### src/rtl/branch_unit.sv
// Registered branch resolution stage: condition evaluation, target/redirect computation,
// misprediction flag and an optional 2-bit BHT (enabled by defining BRANCH_UNIT_BHT_EN).
module branch_unit #(
    parameter int WORD_SIZE = 32,
    parameter int BHT_DEPTH = 64,
    parameter int INDEX_LSB = 2
) (
    input  logic                 clk,
    input  logic                 rst_n,
    input  logic                 flush,
    input  logic                 in_valid,
    output logic                 in_ready,
    input  logic [WORD_SIZE-1:0] in_pc,
    input  logic [WORD_SIZE-1:0] in_r1,
    input  logic [WORD_SIZE-1:0] in_r2,
    input  logic [WORD_SIZE-1:0] in_imm,
    input  logic [2:0]           in_funct3,
    input  logic                 in_pred_taken,
    output logic                 out_valid,
    input  logic                 out_ready,
    output logic                 out_taken,
    output logic [WORD_SIZE-1:0] out_target,
    output logic [WORD_SIZE-1:0] out_redirect_pc,
    output logic                 out_mispredict,
    output logic                 out_illegal,
    input  logic [WORD_SIZE-1:0] lookup_pc,
    output logic                 lookup_taken
);

    localparam int IDX_W = (BHT_DEPTH > 1) ? $clog2(BHT_DEPTH) : 1;

    logic                 eq_s;
    logic                 lt_s;
    logic                 ltu_s;
    logic                 taken_s;
    logic                 illegal_s;
    logic                 accept_s;
    logic [WORD_SIZE-1:0] target_s;
    logic [WORD_SIZE-1:0] fallthru_s;
    logic                 unused_s;

    logic                 out_valid_q,      out_valid_d;
    logic                 out_taken_q,      out_taken_d;
    logic [WORD_SIZE-1:0] out_target_q,     out_target_d;
    logic [WORD_SIZE-1:0] out_redirect_q,   out_redirect_d;
    logic                 out_mispredict_q, out_mispredict_d;
    logic                 out_illegal_q,    out_illegal_d;

    assign eq_s       = (in_r1 == in_r2);
    assign lt_s       = ($signed(in_r1) < $signed(in_r2));
    assign ltu_s      = (in_r1 < in_r2);
    assign target_s   = in_pc + in_imm;
    assign fallthru_s = in_pc + WORD_SIZE'(32'd4);

    assign in_ready = !flush && (!out_valid_q || out_ready);
    assign accept_s = in_valid && in_ready;

    // Decode funct3 into a resolved direction; the two reserved codes are illegal and never taken.
    always_comb begin
        taken_s   = 1'b0;
        illegal_s = 1'b0;
        case (in_funct3)
            3'b000:  taken_s = eq_s;
            3'b001:  taken_s = !eq_s;
            3'b100:  taken_s = lt_s;
            3'b101:  taken_s = !lt_s;
            3'b110:  taken_s = ltu_s;
            3'b111:  taken_s = !ltu_s;
            default: begin
                taken_s   = 1'b0;
                illegal_s = 1'b1;
            end
        endcase
    end

    // Output register next state: load on accept, otherwise hold; valid follows flush/accept/drain.
    always_comb begin
        out_valid_d      = out_valid_q;
        out_taken_d      = out_taken_q;
        out_target_d     = out_target_q;
        out_redirect_d   = out_redirect_q;
        out_mispredict_d = out_mispredict_q;
        out_illegal_d    = out_illegal_q;

        if (flush) begin
            out_valid_d = 1'b0;
        end else if (accept_s) begin
            out_valid_d = 1'b1;
        end else if (out_ready) begin
            out_valid_d = 1'b0;
        end else begin
            out_valid_d = out_valid_q;
        end

        if (accept_s) begin
            out_taken_d      = taken_s;
            out_target_d     = target_s;
            out_redirect_d   = taken_s ? target_s : fallthru_s;
            out_mispredict_d = !illegal_s && (taken_s != in_pred_taken);
            out_illegal_d    = illegal_s;
        end else begin
            out_taken_d      = out_taken_q;
            out_target_d     = out_target_q;
            out_redirect_d   = out_redirect_q;
            out_mispredict_d = out_mispredict_q;
            out_illegal_d    = out_illegal_q;
        end
    end

    // Output register state.
    always_ff @(posedge clk or negedge rst_n) begin
        if (!rst_n) begin
            out_valid_q      <= 1'b0;
            out_taken_q      <= 1'b0;
            out_target_q     <= '0;
            out_redirect_q   <= '0;
            out_mispredict_q <= 1'b0;
            out_illegal_q    <= 1'b0;
        end else begin
            out_valid_q      <= out_valid_d;
            out_taken_q      <= out_taken_d;
            out_target_q     <= out_target_d;
            out_redirect_q   <= out_redirect_d;
            out_mispredict_q <= out_mispredict_d;
            out_illegal_q    <= out_illegal_d;
        end
    end

    assign out_valid       = out_valid_q;
    assign out_taken       = out_taken_q;
    assign out_target      = out_target_q;
    assign out_redirect_pc = out_redirect_q;
    assign out_mispredict  = out_mispredict_q;
    assign out_illegal     = out_illegal_q;

`ifdef BRANCH_UNIT_BHT_EN
    // Saturating 2-bit counter step: up when taken, down otherwise.
    function automatic logic [1:0] sat_step(input logic [1:0] cnt, input logic up);
        logic [1:0] res;
        if (up) begin
            res = (cnt == 2'b11) ? 2'b11 : cnt + 2'b01;
        end else begin
            res = (cnt == 2'b00) ? 2'b00 : cnt - 2'b01;
        end
        return res;
    endfunction

    logic [1:0]       bht_q [BHT_DEPTH];
    logic [IDX_W-1:0] wr_idx_s;
    logic [IDX_W-1:0] rd_idx_s;
    logic             bht_we_s;
    logic [1:0]       cnt_nxt_s;

    assign wr_idx_s  = in_pc[INDEX_LSB +: IDX_W];
    assign rd_idx_s  = lookup_pc[INDEX_LSB +: IDX_W];
    assign bht_we_s  = accept_s && !illegal_s;
    assign cnt_nxt_s = sat_step(bht_q[wr_idx_s], taken_s);

    // Counter table; flush never touches it, only reset returns entries to weakly not-taken.
    always_ff @(posedge clk or negedge rst_n) begin
        if (!rst_n) begin
            for (int i = 0; i < BHT_DEPTH; i++) begin
                bht_q[i] <= 2'b01;
            end
        end else if (bht_we_s) begin
            bht_q[wr_idx_s] <= cnt_nxt_s;
        end
    end

    assign lookup_taken = bht_q[rd_idx_s][1];
    assign unused_s     = ^lookup_pc;
`else
    assign lookup_taken = 1'b0;
    assign unused_s     = ^{lookup_pc, lookup_pc[INDEX_LSB +: IDX_W]};
`endif

endmodule
### config.mk
export PLATFORM = sky130hd
export DESIGN_NAME = branch_unit
export DESIGN_NICKNAME = d
export VERILOG_FILES = /design/src/rtl/branch_unit.sv
export SDC_FILE = /design/constraint.sdc
export NUM_CORES = 1
export LEC_CHECK = 0
export CAP_MARGIN = 20
export CORE_MARGIN = 10
export CORE_UTILIZATION = 41
export DETAILED_ROUTE_END_ITERATION = 8
export PLACE_DENSITY = 0.84
export SLEW_MARGIN = 20
export SYNTH_ARGS = -nofsm -noshare
export SYNTH_HDL_FRONTEND = slang
export SYNTH_SLANG_ARGS = --single-unit
### constraint.sdc
create_clock -name clk -period 1.8 [get_ports clk]
set_input_delay 0.36 -clock clk [delete_from_list [all_inputs] [get_ports clk]]
set_output_delay 0.36 -clock clk [all_outputs]
set_load 0.01 [all_outputs]
# == Yosys cells after proc, flatten, opt, wreduce, memory -nomap -nowiden ==
# Index checks and enable logic that the tools add are counted.
# totals
in_bits,169
elab_cells,35
out_inout_bits,70
regBits,68
# op_classes
order_cmp,2
addsub,2
eq_ne,7
mux,6
reduce_logical,12
# ops
operator,count
$lt 32x32->1,2
$add 32x3->32 const B,1
$add 32x32->32,1
$eq 32x32->1,1
$mux 32,1
$eq 3x3->1 const B,4
$pmux 1 s6,1
$reduce_or 6->1,1
$logic_not 1->1,5
$mux 1,4
$eq 3x1->1 const B,1
$logic_and 1x1->1,3
$logic_not 3->1,1
$reduce_bool 3->1,1
$logic_or 1x1->1,1
$ne 1x1->1,1

# == Depth between registers and ports, before layout ==
# Gate-level depths: netlist (run 1).
# logic_depth
word_depth,6
mapped_depth,13
depth_no_buf,12

# == Worst setup path before layout (run 1) ==
# Ideal clock, no wire load.
# synth_path
path_type,input to register
start,input in_r2[31]
end,register out_redirect_q[3] (netlist: out_redirect_pc[3])
required_ns,1.674
arrival_ns,3.029
setup_slack_ns,-1.355
path_buffers,1
stages,11
cell_sequence,inv_1 ha_1 nand4_1 or4_4 or3_4 nand3_1 mux2i_1 o211a_2 nand2_4 buf_6 a221o_1
# synth_between
elab_chain_cells,4
word_cells_on_any_way,8
cone_classes,order compare (2); eq/ne (1); mux (2); reduce/logical (3)
# synth_lines
element,line,text
start: declaration,15,"input logic [WORD_SIZE-1:0] in_r2,"
$lt 32x32->1 (tied with other cells),51,assign ltu_s = (in_r1 < in_r2);
$logic_not 1->1 (on tied branches),"68, 64, 66",
$pmux 1 s6 (*),62,case (in_funct3)
$mux 32 (*),98,out_redirect_d = taken_s ? target_s : fallthru_s;
end signal: assignment,123,out_redirect_q <= out_redirect_d;
end: declaration,45,"logic [WORD_SIZE-1:0] out_redirect_q, out_redirect_d;"
# Every way passes the cells marked *; elsewhere a longest branch is shown, timed or not.
# A chain may end at the register's enable or synchronous reset.

# == Final worst setup path (run 1) ==
# layout_path
start,input in_r1[10]
end,register out_redirect_q[15] (netlist: out_redirect_pc[15])
# layout_between
elab_chain_cells,4
word_cells_on_any_way,8
cone_classes,order compare (2); eq/ne (1); mux (2); reduce/logical (3)
# layout_lines
element,line,text
start: declaration,14,"input logic [WORD_SIZE-1:0] in_r1,"
$lt 32x32->1 (tied with other cells),51,
$logic_not 1->1 (on tied branches),"68, 64, 66",
$pmux 1 s6 (*),62,
$mux 32 (*),98,
# Marked as above.

==> results.json, run 1 <==
{
  "dp.cells": 1260,
  "synth_compound_area_share_pct": 24.83,
  "rsz0062_at_grt": "yes",
  "synth_largest_area_cell": "dfrtp_1",
  "arrival_ps": 3230,
  "ys_warn_count": 0,
  "antenna_cells": 0,
  "fin_cells": 1331,
  "die_w_um": 141.4,
  "max_freq_ghz": 0.3326,
  "synth.most_common_cell": "nand2_1",
  "ctsHoldBuffers": 0,
  "dp_hpwl_mm": 18.80,
  "slew_headroom_pct": 65.21,
  "synth_ff_type": "dfrtp_1",
  "setup_tns_ps": -48590,
  "violations": "setup timing",
  "vias_per_cell": 6.284,
  "gp_congestion": 0.9252,
  "grt_max_degree": 69,
  "synthArstFlopShare_pct": 100.0,
  "cp_max_fo": 6,
  "vdd_drop_max_mv": 0.5818,
  "cts_tree": "built",
  "synth-edff-count": 0,
  "fin_skew_ps": 15.00,
  "critPathCaptureType": "flip-flop",
  "synth.net_count": 954,
  "cts-root-buf": "clkbuf_16",
  "grt_pass1_wl_mm": 44.85,
  "synthToLayoutAreaGrowth_pct": 103.3,
  "antenna_found_initial": 0,
  "finalSetupViolations": 60,
  "postSynthRegisterBits": 68,
  "hold_viol": 0,
  "grt_use_total_pct": 27.68,
  "p_per_area_nw_per_um2": 705.6,
  "synth-adder-area-share_pct": 13.58,
  "synth-xor-area-share_pct": 7.103,
  "ant_nets": 0,
  "synth_mux_area_share_pct": 0.7248,
  "slew_violations": 0,
  "final_nets": 1376,
  "insertion_delay_ps": 360,
  "ys_types": 73,
  "clk_path_buf_depth": 2,
  "crit_type": "input pin to flip-flop",
  "yosys.area_share.simple_pct": 20.40,
  "htree_num_levels": 3,
  "drt_iter0_markers": 797,
  "tightest_slew_ps": 518.1,
  "dieArea_um2": 19990,
  "finalCritPeriodShare_pct": 167.0,
  "layout_setup_ws_ps": -1207,
  "maxCapViolCount": 0,
  "syn_area_per_cell_um2": 8.392,
  "syn_area_um2": 6042,
  "cts.sinks": 68,
  "core_area_um2": 14480,
  "start_util_pct": 41.73,
  "leakagePower_uw": 0.005486,
  "status": "finished, violations left",
  "grt_overflow": 0,
  "first_global_vias": 8471,
  "n_fill_cell": 699,
  "cts_buffers": 9,
  "place_ws_ps": -1931,
  "yosysTopAreaCellShare_pct": 28.16,
  "wire_per_inst_um": 24.94,
  "firstDrtPassIters": 5,
  "routed_wl_mm": 33.20,
  "start_kind": "input pin",
  "synth_top_family_by_area": "compound AO/OA/AOI/OAI gates",
  "path_clk_slew_ps": 70,
  "min_path_type": "input pin to async pin",
  "ios": 239,
  "drive_gt1_share_pct": 49.61,
  "fp-row-count": 44,
  "syn_inst": 720,
  "synth_area_leaders": "dfrtp_1 (28%), ha_1 (13%), a21o_1 (5.2%), nand2_1 (5.0%), xnor2_1 (3.8%)",
  "worst_ep_required_time_ps": 2020,
  "die_h_um": 141.4,
  "drcViolationCount": 0,
  "vias": 8364,
  "post_synth_most_frequent_cells": "nand2_1 (81), dfrtp_1 (68), ha_1 (64)",
  "ys_seq_area_share_pct": 28.16,
  "period_minus_slack_ps": 3007,
  "portBuffers": 205
}
## flip-flops by register name, summed over array words and instances, names as in the netlist
register / count
out_illegal: 1
out_taken: 1
out_target: 32
out_valid: 1
out_mispredict: 1
out_redirect_pc: 32
## stage by stage
step	instance area, um^2	util [%]	power [uW]	hold slack, ps
6_report	12280	84.83	8666	30.99
5_1_grt	12280	84.83	8946	71.25
4_1_cts	11640	80.41	8007	50.13
3_5_place_dp	10180	70.31	5557	416.5
3_3_place_gp	10180	70.31	5470	410.3
2_1_floorplan	6670	-	3645	64.41
## per-layer routing
layer / track usage [%] / up-vias / routed length (um)
li1: - / 3496 / -
met2: 48.22 / 670 / 15770
met5: 0 / - / 0
met4: 13.18 / 0 / 2612
met1: 30.29 / 3957 / 11700
met3: 7.911 / 241 / 3116
## worst max-delay path, stage by stage
cell and delay, ps:
dlygate4sd2_1 280, ha_4 310, nand4_1 200, buf_4 210, or4_4 440, o21ai_2 140
a21oi_1 100, a31oi_2 260, buf_4 180, o211ai_4 120, buf_8 190, o211ai_1 260
o311ai_1 170
## final cells by class
| cell class | count | area (um^2) | area share, % |
|---|---|---|---|
| Clock buffer | 11 | 242.7 | 1.976 |
| Clock inverter | 5 | 75.07 | 0.6112 |
| Inverter | 42 | 185.2 | 1.508 |
| Multi-Input combinational cell | 581 | 5888 | 47.94 |
| Sequential cell | 68 | 1702 | 13.85 |
| Tap cell | 184 | 230.2 | 1.874 |
| Timing Repair Buffer | 440 | 3959 | 32.23 |
## path summary, 6_finish.rpt
kind | start | endpoint | slack [ps] | cells after the start
min in group clk | in_pc[0] | out_redirect_pc[0] | 290 | 3
worst max-delay path | in_r1[10] | out_redirect_pc[15] | -1210 | 13
worst min-delay path | rst_n | out_redirect_pc[11] | 30 | 2
max in group asynchronous | rst_n | out_target[24] | 1450 | 2
worst max register to register | out_valid | out_redirect_pc[29] | 20 | 7
worst min register to register | out_target[4] | out_target[4] | 470 | 1
## kinds of logic after synthesis
logic type      after synthesis
compound gates              208
buf+inv                      74
mux                           4
simple gates                251
flops                        68
other cells                   1
fa+ha+maj                    65
xor+xnor                     49
## where the power goes
group / internal, uW / switching (uW)
sequential: 1880 / 269
combinational: 2360 / 2150
clock: 1250 / 766
total: 5480 / 3180
## placed cells by master, fill, tap and decap left out, types with 11 or more instances in the layout
cell type	count
a21oi_1	17
inv_1	14
xnor2_1	17
buf_12	12
nand4_1	21
dfrtp_1	68
dlygate4sd2_1	47
nand3_1	21
clkdlybuf4s50_1	83
o21ai_2	14
buf_4	185
inv_2	22
a21o_1	41
buf_2	35
xor2_1	20
nand2_1	68
nor2_2	11
a21oi_2	13
nor2_1	40
buf_6	53
ha_1	12
ha_4	50
a221o_1	12
## what timing repair did
item | CTS | global route
pin swaps | 157 | 93
cloned | 7 | 0
gates resized for setup | 511 | 126
setup endpoints to repair | 65 | 62
buffers inserted | 34 | 18
hold endpoints to repair | 0 | 0
Power figures use the tool's default switching activity.
==> inputs of run 2 (changes only) <==
HOLD_SLACK_MARGIN = 0.1   (was default)
==> run 2 against run 1 <==
Effect of this change: the run still ends with setup timing left; flip-flop and latch count unchanged; largest cell class unchanged; register-to-register slack is essentially flat; routed wire length is 0.16% lower; setup slack better by 20 ps; clock skew increased by 0.56 ps; combinational power about the same; clock power about the same; count of clock-buffer cells in the layout unchanged; sequential share of layout area is essentially flat; critical path depth unchanged; worst hold slack improved by 260 ps; sequential power barely moved; critical endpoint is now out_redirect_pc[19].
==> results.json, run 2 (same netlist as run 1, synthesis figures left out) <==
{
  "r2r-start": "out_valid",
  "vias": 8375,
  "antenna_found_initial": 0,
  "vias_per_cell": 6.288,
  "drcViolationCount": 0,
  "fin_util_pct": 84.89,
  "grt_use_total_pct": 27.69,
  "slew_headroom_pct": 61.78,
  "status": "finished, violations left",
  "drt_iter0_markers": 800,
  "cts_tree": "built",
  "clk_path_buf_depth": 2,
  "crit_start": "in_r1[10]",
  "maxCapViolCount": 0,
  "ant_nets": 0,
  "final_cell_mix": "buf_4 (185), clkdlybuf4s50_1 (83), nand2_1 (68), dfrtp_1 (68), buf_6 (53)",
  "ios": 239,
  "reg2reg_slack_ps": 10,
  "final_common_cell": "buf_4",
  "path_clk_slew_ps": 70,
  "cts-root-buf": "clkbuf_16",
  "grt_overflow": 0,
  "synthToLayoutAreaGrowth_pct": 103.4,
  "tightest_slew_ps": 569.2,
  "rsz0062_at_grt": "yes",
  "setup.worst_path.end": "out_redirect_pc[19]",
  "core_area_um2": 14480,
  "leakagePower_uw": 0.005490,
  "grt_pass1_wl_mm": 44.86,
  "vdd_drop_max_mv": 0.5850,
  "gp_congestion": 0.9252,
  "die_h_um": 141.4,
  "slew_violations": 0,
  "htree_num_levels": 3,
  "final_nets": 1377,
  "cts_buffers": 9,
  "arrival_ps": 3290,
  "place_ws_ps": -1931,
  "crit_type": "input pin to flip-flop",
  "dp_hpwl_mm": 18.80,
  "worstHoldStart": "in_pc[0]",
  "fp-row-count": 44,
  "violations": "setup timing",
  "worst_ep_required_time_ps": 2100,
  "r2r_end": "out_redirect_pc[29]",
  "finalSetupViolations": 60,
  "dieArea_um2": 19990,
  "routed_wl_mm": 33.14,
  "hold_viol": 0,
  "grt_max_degree": 69,
  "portBuffers": 205,
  "finalCritPeriodShare_pct": 165.9,
  "cts.sinks": 68,
  "critPathCaptureType": "flip-flop",
  "die_w_um": 141.4,
  "max_freq_ghz": 0.3348,
  "wire_per_inst_um": 24.88,
  "drive_gt1_share_pct": 49.56,
  "antenna_cells": 0,
  "cp_max_fo": 6,
  "layout_setup_ws_ps": -1187,
  "firstDrtPassIters": 6,
  "start_util_pct": 41.73,
  "fin_skew_ps": 15.56,
  "finalPower_uw": 8661,
  "min_path_type": "input pin to flip-flop",
  "p_per_area_nw_per_um2": 704.6,
  "r2r_cells": 7,
  "insertion_delay_ps": 360,
  "first_global_vias": 8473,
  "period_minus_slack_ps": 2987,
  "start_kind": "input pin"
}
[run 2: layer usage]
metal | share of wire [%] | global-route usage (%) | vias up
met4 | 8.3 | 13.18 | 0
met2 | 47 | 48.27 | 689
met1 | 35 | 30.29 | 3930
met5 | 0 | 0 | -
met3 | 9.5 | 7.877 | 253
li1 | - | - | 3503
[run 2: critical path, stage by stage]
cell           delay, ps
dlygate4sd2_1        280
ha_4                 310
nand4_1              200
buf_4                210
or4_4                440
o21ai_2              140
a21oi_1              100
a31oi_2              250
buf_4                180
o211ai_4             120
buf_8                190
nor4_1               330
a221o_1              170
[run 2: final cells by class]
| type | count | area (um^2) |
|---|---|---|
| Timing Repair Buffer | 441 | 3969 |
| Fill cell | 696 | 2187 |
| Multi-Input combinational cell | 581 | 5888 |
| Inverter | 42 | 185.2 |
| Clock buffer | 11 | 242.7 |
| Sequential cell | 68 | 1702 |
| Tap cell | 184 | 230.2 |
| Clock inverter | 5 | 75.07 |
[run 2: how the worst min path moves through the flow]
| stage | slack, ps | end | cells after the start |
|---|---|---|---|
| 2_1_floorplan | 60 | out_illegal | 0 |
| 3_3_place_gp | 410 | out_target[7] | 2 |
| 3_5_place_dp | 420 | out_target[8] | 2 |
| 4_1_cts | 280 | out_redirect_pc[0] | 3 |
| 5_1_grt | 300 | out_redirect_pc[0] | 3 |
| 6_report | 290 | out_redirect_pc[0] | 3 |
[run 2: what timing repair did]
item,in CTS,in global routing
hold buffers,1,0
hold endpoints to repair,68,0
pin swaps,157,93
buffers inserted,34,18
cloned,7,0
endpoints found under the setup margin,65,62
resized for setup,511,126
[run 2: per-stage QoR]
stage,instances,cell area (um^2),setup TNS (ps),hold slack (ps)
finish,1332,12290,-48130,290.9
global route,1332,12290,-50770,302.9
detailed placement,1260,10180,-93660,416.5
CTS,1318,11650,-39180,275.6
floorplan,720,6670,-41170,64.41
global placement,1260,10180,-89280,410.3
[run 2: power breakdown]
| group | internal, uW | total [uW] | switching [uW] |
|---|---|---|---|
| clock network | 1250 | 2010 | 764 |
| logic | 2360 | 4500 | 2150 |
| registers | 1880 | 2150 | 268 |
